$ cat src/rtl/mdio_pkg.sv
// mdio_pkg: shared definitions for the Clause-22 MDIO management controller.
// Holds the OP and ST codes, the controller state encoding, the bit positions
// of every field in the 32-bit frame word, and small opcode helpers.
package mdio_pkg;

    localparam logic [1:0] OP_WRITE   = 2'b01;
    localparam logic [1:0] OP_READ    = 2'b10;
    localparam logic [1:0] START_CODE = 2'b01;

    localparam int FRAME_BITS = 32;

    // Frame field bit positions inside the 32-bit word
    localparam int ST_MSB    = 31;
    localparam int ST_LSB    = 30;
    localparam int OP_MSB    = 29;
    localparam int OP_LSB    = 28;
    localparam int PHYAD_MSB = 27;
    localparam int PHYAD_LSB = 23;
    localparam int REGAD_MSB = 22;
    localparam int REGAD_LSB = 18;
    localparam int TA_MSB    = 17;
    localparam int TA_LSB    = 16;
    localparam int DATA_MSB  = 15;
    localparam int DATA_LSB  = 0;

    typedef enum logic [1:0] {
        IDLE     = 2'd0,
        PREAMBLE = 2'd1,
        FRAME    = 2'd2,
        DONE     = 2'd3
    } mdio_state_e;

    // Only write and read opcodes start a transaction
    function automatic logic op_is_valid(input logic [1:0] op);
        return (op == OP_WRITE) || (op == OP_READ);
    endfunction

    function automatic logic op_is_read(input logic [1:0] op);
        return (op == OP_READ);
    endfunction

endpackage

$ cat src/rtl/mdc_gen.sv
// mdc_gen: divides clk into the MDC management clock.
// Each MDC period is DIV clk cycles: low for the first DIV/2, high for the last DIV/2.
// Ports:
//   clk, rst   block clock, asynchronous active-high reset
//   en         run the divider; when low the count restarts and MDC is held low
//   mdc        registered management clock
//   mdc_rise   one-clk strobe in the cycle whose closing edge raises MDC
//   mdc_fall   one-clk strobe in the last cycle of a period (MDC falls at its closing edge)
module mdc_gen #(
    parameter int DIV = 4
) (
    input  logic clk,
    input  logic rst,
    input  logic en,
    output logic mdc,
    output logic mdc_rise,
    output logic mdc_fall
);

    localparam int CW = $clog2(DIV);
    localparam logic [CW-1:0] HALF    = CW'(DIV / 2);
    localparam logic [CW-1:0] RISE_AT = CW'(DIV / 2 - 1);
    localparam logic [CW-1:0] LAST    = CW'(DIV - 1);

    logic [CW-1:0] cnt_r;
    logic [CW-1:0] cnt_next_s;
    logic          mdc_r;

    // Next divider count: wraps at DIV-1, restarts whenever disabled
    always_comb begin
        cnt_next_s = '0;
        if (en) begin
            if (cnt_r == LAST) begin
                cnt_next_s = '0;
            end else begin
                cnt_next_s = cnt_r + CW'(1);
            end
        end else begin
            cnt_next_s = '0;
        end
    end

    // Divider count and MDC flop; MDC is decoded from the count it will hold next
    always_ff @(posedge clk or posedge rst) begin
        if (rst) begin
            cnt_r <= '0;
            mdc_r <= 1'b0;
        end else begin
            cnt_r <= cnt_next_s;
            mdc_r <= en && (cnt_next_s >= HALF);
        end
    end

    assign mdc      = mdc_r;
    assign mdc_rise = en && (cnt_r == RISE_AT);
    assign mdc_fall = en && (cnt_r == LAST);

endmodule

$ cat src/rtl/mdio_controller.sv
// mdio_controller: Clause-22 MDIO master.
// Accepts a 32-bit frame on MDIO_START, optionally sends a preamble of PRE_LEN ones,
// shifts the frame out MSB first and, for reads, captures 16 data bits from MDIO_IN.
// Ports:
//   CLK, RESET          block clock, asynchronous active-high reset
//   MDIO_START, T_DATA  one-clk request strobe and the frame word
//   MDIO_IN             serial data from the peripheral
//   MDC                 management clock
//   MDIO_OE, MDIO_OUT   serial output enable and data
//   RD_DATA, DATA_RDY   last read word and its one-clk valid pulse
//   BUSY                transaction in progress
module mdio_controller
    import mdio_pkg::*;
#(
    parameter int DIV     = 4,
    parameter int PRE_LEN = 32
) (
    input  logic        CLK,
    input  logic        RESET,
    input  logic        MDIO_START,
    input  logic [31:0] T_DATA,
    input  logic        MDIO_IN,
    output logic        MDC,
    output logic        MDIO_OE,
    output logic        MDIO_OUT,
    output logic [15:0] RD_DATA,
    output logic        DATA_RDY,
    output logic        BUSY
);

    // Bit counter covers whichever phase is longer, so it never wraps
    localparam int CNT_MAX = (PRE_LEN > FRAME_BITS) ? PRE_LEN : FRAME_BITS;
    localparam int CNT_W   = $clog2(CNT_MAX + 1);
    localparam logic [CNT_W-1:0] PRE_LAST   = (PRE_LEN > 0) ? CNT_W'(PRE_LEN - 1) : '0;
    localparam logic [CNT_W-1:0] FRAME_LAST = CNT_W'(FRAME_BITS - 1);

    mdio_state_e       state_r, state_next_s;
    logic [CNT_W-1:0]  bit_cnt_r, bit_cnt_next_s;
    logic [31:0]       frame_r, frame_next_s;
    logic [15:0]       shift_r, shift_next_s;
    logic [15:0]       rd_data_r, rd_data_next_s;
    logic              oe_r, oe_next_s;
    logic              out_r, out_next_s;
    logic              busy_r, busy_next_s;
    logic              rdy_r, rdy_next_s;
    logic              accept_s, running_s;
    logic              mdc_s, mdc_rise_s, mdc_fall_s;
    logic [4:0]        bit_idx_s, bit_idx_next_s;

    assign running_s = (state_r == PREAMBLE) || (state_r == FRAME);
    assign accept_s  = MDIO_START && (state_r == IDLE) && op_is_valid(T_DATA[OP_MSB:OP_LSB]);
    assign frame_next_s = accept_s ? T_DATA : frame_r;

    // Frame bit index (31 down to 0) of the current and of the next cycle
    assign bit_idx_s      = 5'd31 - bit_cnt_r[4:0];
    assign bit_idx_next_s = 5'd31 - bit_cnt_next_s[4:0];

    mdc_gen #(.DIV(DIV)) u_mdc_gen (
        .clk      (CLK),
        .rst      (RESET),
        .en       (running_s),
        .mdc      (mdc_s),
        .mdc_rise (mdc_rise_s),
        .mdc_fall (mdc_fall_s)
    );

    // State and bit counter registers
    always_ff @(posedge CLK or posedge RESET) begin
        if (RESET) begin
            state_r   <= IDLE;
            bit_cnt_r <= '0;
        end else begin
            state_r   <= state_next_s;
            bit_cnt_r <= bit_cnt_next_s;
        end
    end

    // Next state and bit count; bits advance on the last clk of each MDC period
    always_comb begin
        state_next_s   = state_r;
        bit_cnt_next_s = bit_cnt_r;
        case (state_r)
            IDLE: begin
                bit_cnt_next_s = '0;
                if (accept_s) begin
                    state_next_s = (PRE_LEN > 0) ? PREAMBLE : FRAME;
                end else begin
                    state_next_s = IDLE;
                end
            end
            PREAMBLE: begin
                if (mdc_fall_s && (bit_cnt_r == PRE_LAST)) begin
                    state_next_s   = FRAME;
                    bit_cnt_next_s = '0;
                end else if (mdc_fall_s) begin
                    bit_cnt_next_s = bit_cnt_r + CNT_W'(1);
                end else begin
                    bit_cnt_next_s = bit_cnt_r;
                end
            end
            FRAME: begin
                if (mdc_fall_s && (bit_cnt_r == FRAME_LAST)) begin
                    state_next_s   = DONE;
                    bit_cnt_next_s = '0;
                end else if (mdc_fall_s) begin
                    bit_cnt_next_s = bit_cnt_r + CNT_W'(1);
                end else begin
                    bit_cnt_next_s = bit_cnt_r;
                end
            end
            DONE: begin
                state_next_s   = IDLE;
                bit_cnt_next_s = '0;
            end
            default: begin
                state_next_s   = IDLE;
                bit_cnt_next_s = '0;
            end
        endcase
    end

    // Output values for the coming cycle, decoded from next state and bit position
    always_comb begin
        oe_next_s      = 1'b0;
        out_next_s     = 1'b0;
        busy_next_s    = 1'b0;
        rdy_next_s     = 1'b0;
        rd_data_next_s = rd_data_r;
        case (state_next_s)
            PREAMBLE: begin
                busy_next_s = 1'b1;
                oe_next_s   = 1'b1;
                out_next_s  = 1'b1;
            end
            FRAME: begin
                busy_next_s = 1'b1;
                // Reads release the line from the turnaround onwards
                if (!op_is_read(frame_next_s[OP_MSB:OP_LSB]) || (bit_idx_next_s >= 5'(REGAD_LSB))) begin
                    oe_next_s  = 1'b1;
                    out_next_s = frame_next_s[bit_idx_next_s];
                end else begin
                    oe_next_s  = 1'b0;
                    out_next_s = 1'b0;
                end
            end
            DONE: begin
                busy_next_s = 1'b1;
                if (op_is_read(frame_r[OP_MSB:OP_LSB])) begin
                    rdy_next_s     = 1'b1;
                    rd_data_next_s = shift_r;
                end else begin
                    rdy_next_s     = 1'b0;
                    rd_data_next_s = rd_data_r;
                end
            end
            default: begin
                busy_next_s = 1'b0;
            end
        endcase
    end

    // Read data capture on the clk edge that raises MDC, data bits only
    always_comb begin
        shift_next_s = shift_r;
        if ((state_r == FRAME) && op_is_read(frame_r[OP_MSB:OP_LSB]) && mdc_rise_s
            && (bit_idx_s <= 5'(DATA_MSB))) begin
            shift_next_s = {shift_r[14:0], MDIO_IN};
        end else begin
            shift_next_s = shift_r;
        end
    end

    // Frame latch, read shift register and registered outputs
    always_ff @(posedge CLK or posedge RESET) begin
        if (RESET) begin
            frame_r   <= 32'h0000_0000;
            shift_r   <= 16'h0000;
            rd_data_r <= 16'h0000;
            oe_r      <= 1'b0;
            out_r     <= 1'b0;
            busy_r    <= 1'b0;
            rdy_r     <= 1'b0;
        end else begin
            frame_r   <= frame_next_s;
            shift_r   <= shift_next_s;
            rd_data_r <= rd_data_next_s;
            oe_r      <= oe_next_s;
            out_r     <= out_next_s;
            busy_r    <= busy_next_s;
            rdy_r     <= rdy_next_s;
        end
    end

    assign MDC      = mdc_s;
    assign MDIO_OE  = oe_r;
    assign MDIO_OUT = out_r;
    assign RD_DATA  = rd_data_r;
    assign DATA_RDY = rdy_r;
    assign BUSY     = busy_r;

endmodule

$ cat config.mk
export PLATFORM = sky130hd
export DESIGN_NAME = mdio_controller
export DESIGN_NICKNAME = d
export VERILOG_FILES = /design/src/rtl/mdio_pkg.sv /design/src/rtl/mdc_gen.sv /design/src/rtl/mdio_controller.sv
export SDC_FILE = /design/constraint.sdc
export NUM_CORES = 1
export LEC_CHECK = 0
export ABC_AREA = 1
export CAP_MARGIN = 20
export CELL_PAD_IN_SITES_DETAIL_PLACEMENT = 1
export CELL_PAD_IN_SITES_GLOBAL_PLACEMENT = 2
export CORE_MARGIN = 2
export CORE_UTILIZATION = 32
export CTS_CLUSTER_DIAMETER = 200
export DETAILED_ROUTE_END_ITERATION = 12
export HOLD_SLACK_MARGIN = 0.15
export PLACE_DENSITY = 0.82
export SLEW_MARGIN = 10
export SYNTH_ARGS = -nofsm -noshare
export SYNTH_HDL_FRONTEND = slang
export SYNTH_SLANG_ARGS = --single-unit
export TNS_END_PERCENT = 50
$ cat constraint.sdc
create_clock -name CLK -period 3.5 [get_ports CLK]
set_input_delay 0.35 -clock CLK [delete_from_list [all_inputs] [get_ports CLK]]
set_output_delay 0.35 -clock CLK [all_outputs]
set_load 0.05 [all_outputs]
After elaboration in Yosys (flattened, before gate mapping)
Index checks and enable logic that the tools add are counted.
{ "word_totals": {"input_bits": 36, "word_cells": 71, "out_inout_bits": 21, "reg_bits": 79} }
{ "classes": {"mux": 19, "n_addsub": 4, "eq_ne": 14, "reduce_logical": 18, "magnitude_cmp": 4} }
{ "ops": {"columns": ["op", "count"], "rows": [
  ["$mux 32", 1],
  ["$eq 2x2->1 const B", 8],
  ["$mux 6", 2],
  ["$pmux 6 s2", 1],
  ["$sub 5x5->5 const A", 2],
  ["$logic_and 1x1->1", 9],
  ["$eq 2x1->1 const B", 4],
  ["$mux 2", 4],
  ["$pmux 2 s4", 1],
  ["$mux 1", 7],
  ["$add 6x1->6 const B", 1],
  ["$eq 6x5->1 const B", 1],
  ["$lt 5x6->1 const B", 1],
  ["$bmux 1 s5", 1],
  ["$ge 5x5->1 const B", 1],
  ["$le 5x4->1 const B", 1],
  ["$pmux 1 s2", 2],
  ["$reduce_or 2->1", 2],
  ["$logic_or 1x1->1", 3],
  ["$ne 3x1->1 const B", 1],
  ["$reduce_or 3->1", 1],
  ["$add 2x1->2 const B", 1],
  ["$ge 2x2->1 const B", 1],
  ["$logic_not 2->1", 1],
  ["other kinds (2)", 2]
]} }

Longest topological paths before layout
{ "logic_depth": {"depth_word": 11, "depth_mapped": 17, "ltp_nobuf": 16} }

Modules after synthesis
A second synthesis with hierarchy kept.
{ "hier_totals": {"cells_unflattened": 454, "hier_area_um2": 3723.6} }
{ "by_module_without_submodules": {"columns": ["module", "instances", "area_each_um2", "seq_area_each_um2", "cells_each"], "rows": [
  ["mdio_controller", 1, 3607.2, 1901.8, 439],
  ["mdc_gen", 1, 116.4, 50.0, 15]
]} }

Worst setup path before layout
OpenSTA, ideal clock, no wires.
{ "synth_path": {"path_type": "reg2reg", "startpoint": "reg u_mdc_gen.cnt_r[1]", "endpoint": "reg rd_data_r[0] (netlist: RD_DATA[0])", "required_ns": 3.417, "path_stages_with_launch": 13, "arrival_ns": 2.521, "synth_period_minus_slack_ns": 2.604, "slack_ns": 0.896, "setup_time_ns": 0.083, "cell_sequence": "dfrtp_1 -> ha_1 -> nand2_4 -> nor2_8 -> nand3_4 -> a21o_2 -> a22oi_1 -> inv_1 -> ha_1 -> nand3_1 -> clkbuf_1 -> nand2_1 -> o21ai_0"} }
{ "synth_via": {"elab_chain_cells": 7} }
{ "synth_rtl": {"columns": ["item", "line", "source"], "rows": [
  ["start: declaration", "mdc_gen.sv:25", "logic [CW-1:0] cnt_r;"],
  ["start signal: assignment", "mdc_gen.sv:49", "cnt_r <= cnt_next_s;"],
  ["$eq 2x2->1 *", "mdc_gen.sv:56", "assign mdc_fall = en && (cnt_r == LAST);"],
  ["$logic_and 1x1->1 *", "mdc_gen.sv:56", null],
  ["$logic_and 1x1->1 *", "mdio_controller.sv:92, mdio_controller.sv:102", null],
  ["$mux 2 (on tied branches)", "mdio_controller.sv:102, mdio_controller.sv:92", null],
  ["$pmux 2 s4 *", "mdio_controller.sv:82", "case (state_r)"],
  ["net state_next_s[0]", "mdio_controller.sv:37", "mdio_state_e state_r, state_next_s;"],
  ["$eq 2x2->1 *", "mdio_controller.sv:129", "case (state_next_s)"],
  ["$reduce_and 2->1 (no line) *", null, null],
  ["end signal: assignment", "mdio_controller.sv:186", "rd_data_r <= rd_data_next_s;"],
  ["end: declaration", "mdio_controller.sv:41", "logic [15:0] rd_data_r, rd_data_next_s;"]
]} }
The timed path passes the listed nets; every way through them passes the cells marked *.
A chain may end at the register's enable or synchronous reset.

Worst setup path after layout
{ "layout_path": {"startpoint": "reg state_r[0]", "endpoint": "reg rd_data_r[15] (netlist: RD_DATA[15])"} }
{ "layout_via": {"elab_chain_cells": 8} }
{ "layout_rtl": {"columns": ["item", "line", "source"], "rows": [
  ["start: declaration", "mdio_controller.sv:37", null],
  ["start signal: assignment", "mdio_controller.sv:73", "state_r <= state_next_s;"],
  ["$eq 2x1->1 or $eq 2x2->1 (tied branches)", "mdio_controller.sv:50, mdio_controller.sv:82", null],
  ["$logic_or 1x1->1", "mdio_controller.sv:50", "assign running_s = (state_r == PREAMBLE) || (state_r == FRAME);"],
  ["$logic_and 1x1->1", "mdc_gen.sv:56", null],
  ["$logic_and 1x1->1", "mdio_controller.sv:92, mdio_controller.sv:102", null],
  ["$mux 2 (on tied branches)", "mdio_controller.sv:102, mdio_controller.sv:92", null],
  ["$pmux 2 s4 *", "mdio_controller.sv:82", null],
  ["net state_next_s[0]", "mdio_controller.sv:37", null],
  ["$eq 2x2->1 *", "mdio_controller.sv:129", null],
  ["$reduce_and 2->1 (no line) *", null, null]
]} }
Marked as above.

==> metrics <==
status completed; remaining antenna violation count 0; total track usage 0.171; flop-to-flop setup slack approximately 0.56 ns; maximum VDD drop 0.207 mV; CP Max Fanout 32; GR Util met3 0.0372; Initial Utilization 0.324; # fillers 1439; num ports 57; PD cells between 400 and 500 nW/µm²; clock latency on the worst-skew pair roughly 0.34 ns; DP Wirelength approximately 7.0 mm; Yosys Warn Count 0; die area between 10000 and 15000 µm²; initial antenna violation count 0; vias in the first global route ~3400; Hold Fails Final Rpt 0; gr ovfl total 0; critical path data required time between 3 and 4 ns; Num CTS Buffers 9; CP startpoint state_r[0]; Top Usage Layer GRT met2; Post-Place Cell Area approximately 4600 µm²; die height between 100 and 150 µm; Max Slew Vio Count 0; via count 3155; Routed WL between 9 and 10 mm; flops & latches, synth 78; Clock Pin Slew Worst Setup and Hold Paths ~0.060 ns; fraction of layout cells with a size suffix above 1 0.0766; clk_skew between 0.003 and 0.004 ns; clk root buf clkbuf_16; Final Critical Period a little under 3 ns; die width between 100 and 150 µm; GRT met1 Usage 0.216; Placed Cells between 600 and 700; Lkg Pwr 0.00243 µW; Setup-failing EPs final 0; row count 40; area leader, netlist dfrtp_1; r2r endpoint RD_DATA[15]; Core Region between 10000 and 15000 µm²; critical path startpoint category flop; buffer count from post-CTS setup fixing 0; Final Wtd Congestion 0.840; Worst Reg-to-Reg Cells 14; distinct cell type count after synthesis 35; data arrival time of the worst path between 3 and 4 ns; Antenna diodes 0; initial detailed-routing violation count 171; Post-Layout Cell Count ~700; EDFF count, synth 0; final worst slack 0.561 ns; total clock sinks a little under 80; final instance area 4870 µm²; H-tree depth 3; WS Path Type reg2reg; Max Cap Viol 0; Max Root-Sink Buffers 2; top cell type's share of synthesized area 0.505; reg2reg start state_r[0]; area grow syn2layout 25.9%; Fin Setup TNS 0 ns; Mapped Nets 523; Least-Margin Pin Slew 0.723 ns; # DRC 0; fmax between 300 and 400 MHz; CP endpoint kind flop; largest net degree at the start of global routing 40; WL/cell between 10 and 15 µm; largest cells by area after synthesis dfrtp_1, nand2_1, inv_1; Mapped Area 3860 µm²; First-pass DRT Iterations 4; fin crit share 0.840; grt met2 use 0.290; CTS tree yes; RSZ-0062 raised after global routing false; sequential-to-total area share from yosys stat 0.505; number of gates resized after CTS 0; worst hold path type in2async; slew margin rel. 0.518; number of port buffers 56; vias per cell roughly 4.6; Setup WS pre-CTS between 0.5 and 0.6 ns; nets between 500 and 600; ys async rst share 1.00; syn avg cell area 8.15 µm²; Synth Flop Type dfrtp_1; Syn Inst Count 474; Post-CTS Hold Fix Bufs 0; first-pass GRT wire length around 17 mm
==> flip-flops by register name (all words and copies together) (netlist names) <==
| register | cells |
|---|---|
| MDIO_OE | 1 |
| state_r | 2 |
| RD_DATA | 16 |
| shift_r | 16 |
| DATA_RDY | 1 |
| frame_r | 32 |
| MDIO_OUT | 1 |
| bit_cnt_r | 6 |
| BUSY | 1 |
| u_mdc_gen.cnt_r | 2 |
==> layout by cell type, fill, tap and decap left out, types with 2 or more instances in the layout <==
cell | Yosys | routed
a21oi_1 | 7 | 7
bufinv_16 | 0 | 2
nand3b_1 | 10 | 10
inv_1 | 80 | 79
dfrtp_1 | 78 | 78
inv_2 | 2 | 3
nand2_1 | 167 | 167
ha_1 | 13 | 13
nor2_1 | 12 | 12
buf_4 | 2 | 5
nand2_4 | 2 | 2
clkdlybuf4s50_1 | 0 | 56
o21ai_1 | 3 | 3
clkbuf_16 | 0 | 9
nand3_1 | 24 | 24
nor2_4 | 2 | 2
clkinvlp_4 | 0 | 3
nand3_2 | 4 | 4
nor3_1 | 3 | 3
o21ai_0 | 36 | 36
nand2_2 | 2 | 2
==> worst max-delay path, stage by stage, from the launching register on <==
cell	delay, ns
dfrtp_1	0.37
inv_1	0.11
ha_1	0.51
nand2_4	0.14
nor2_8	0.14
nand3_4	0.12
a21o_2	0.22
a22oi_1	0.25
inv_1	0.13
ha_1	0.23
nand3_1	0.09
buf_4	0.29
inv_1	0.11
nand2_1	0.07
nand2_1	0.05
==> cell families after synthesis <==
logic type,count (synthesis),share of synthesized area
simple gates,231,0.269
buf+inv,98,0.106
flops,78,0.505
compound gates,52,0.0732
fa+ha+maj,13,0.0421
xor+xnor,2,0.00453
==> metrics by stage <==
step	util	power [µW]	hold slack (ns)
after floorplan	-	1210	0.438
after global placement	0.382	1310	0.455
after detailed placement	0.382	1320	0.458
after CTS	0.409	2340	0.478
after global routing	0.409	2420	0.496
final	0.409	2300	0.459
==> where the power goes <==
group / switching, µW / leakage, µW / internal [µW]
logic: 184 / 0.00128 / 113
registers: 24.5 / 0.00101 / 977
clock network: 378 / 0.000144 / 619
==> layout make-up <==
| type | instances | area (µm²) | share of cell area |
|---|---|---|---|
| clock buffers | 9 | 225 | 0.0463 |
| multi-input cells | 298 | 1500 | 0.309 |
| repair buffers | 61 | 598 | 0.123 |
| flip-flops and latches | 78 | 1950 | 0.401 |
| clock inverters | 6 | 87.6 | 0.0180 |
| well taps | 147 | 184 | 0.0378 |
| inverters | 83 | 317 | 0.0651 |
==> worst max-delay path by stage <==
| stage | to | slack [ns] |
|---|---|---|
| after floorplan | RD_DATA[0] | 0.90 |
| after CTS | RD_DATA[15] | 0.54 |
| after global routing | RD_DATA[15] | 0.24 |
| after global placement | RD_DATA[15] | 0.75 |
| final | RD_DATA[15] | 0.56 |
| after detailed placement | RD_DATA[15] | 0.58 |
==> cells in the mapped netlist (2+ instances only) <==
| cell | n |
|---|---|
| nand2_1 | 167 |
| inv_1 | 80 |
| dfrtp_1 | 78 |
| o21ai_0 | 36 |
| nand3_1 | 24 |
| ha_1 | 13 |
| nor2_1 | 12 |
| nand3b_1 | 10 |
| a21oi_1 | 7 |
| clkbuf_1 | 7 |
| nand3_2 | 4 |
| buf_2 | 3 |
| nor3_1 | 3 |
| o21ai_1 | 3 |
| buf_4 | 2 |
| buf_6 | 2 |
| inv_2 | 2 |
| nand2_2 | 2 |
| nand2_4 | 2 |
| nor2_4 | 2 |
==> per-layer routing <==
layer / wire length, µm / vias to the layer above
li1: - / 1559
met1: 4450 / 1534
met2: 4930 / 49
met3: 287 / 13
met4: 190 / 0
met5: 0 / -
No activity file was read; power rests on OpenSTA's default activity.
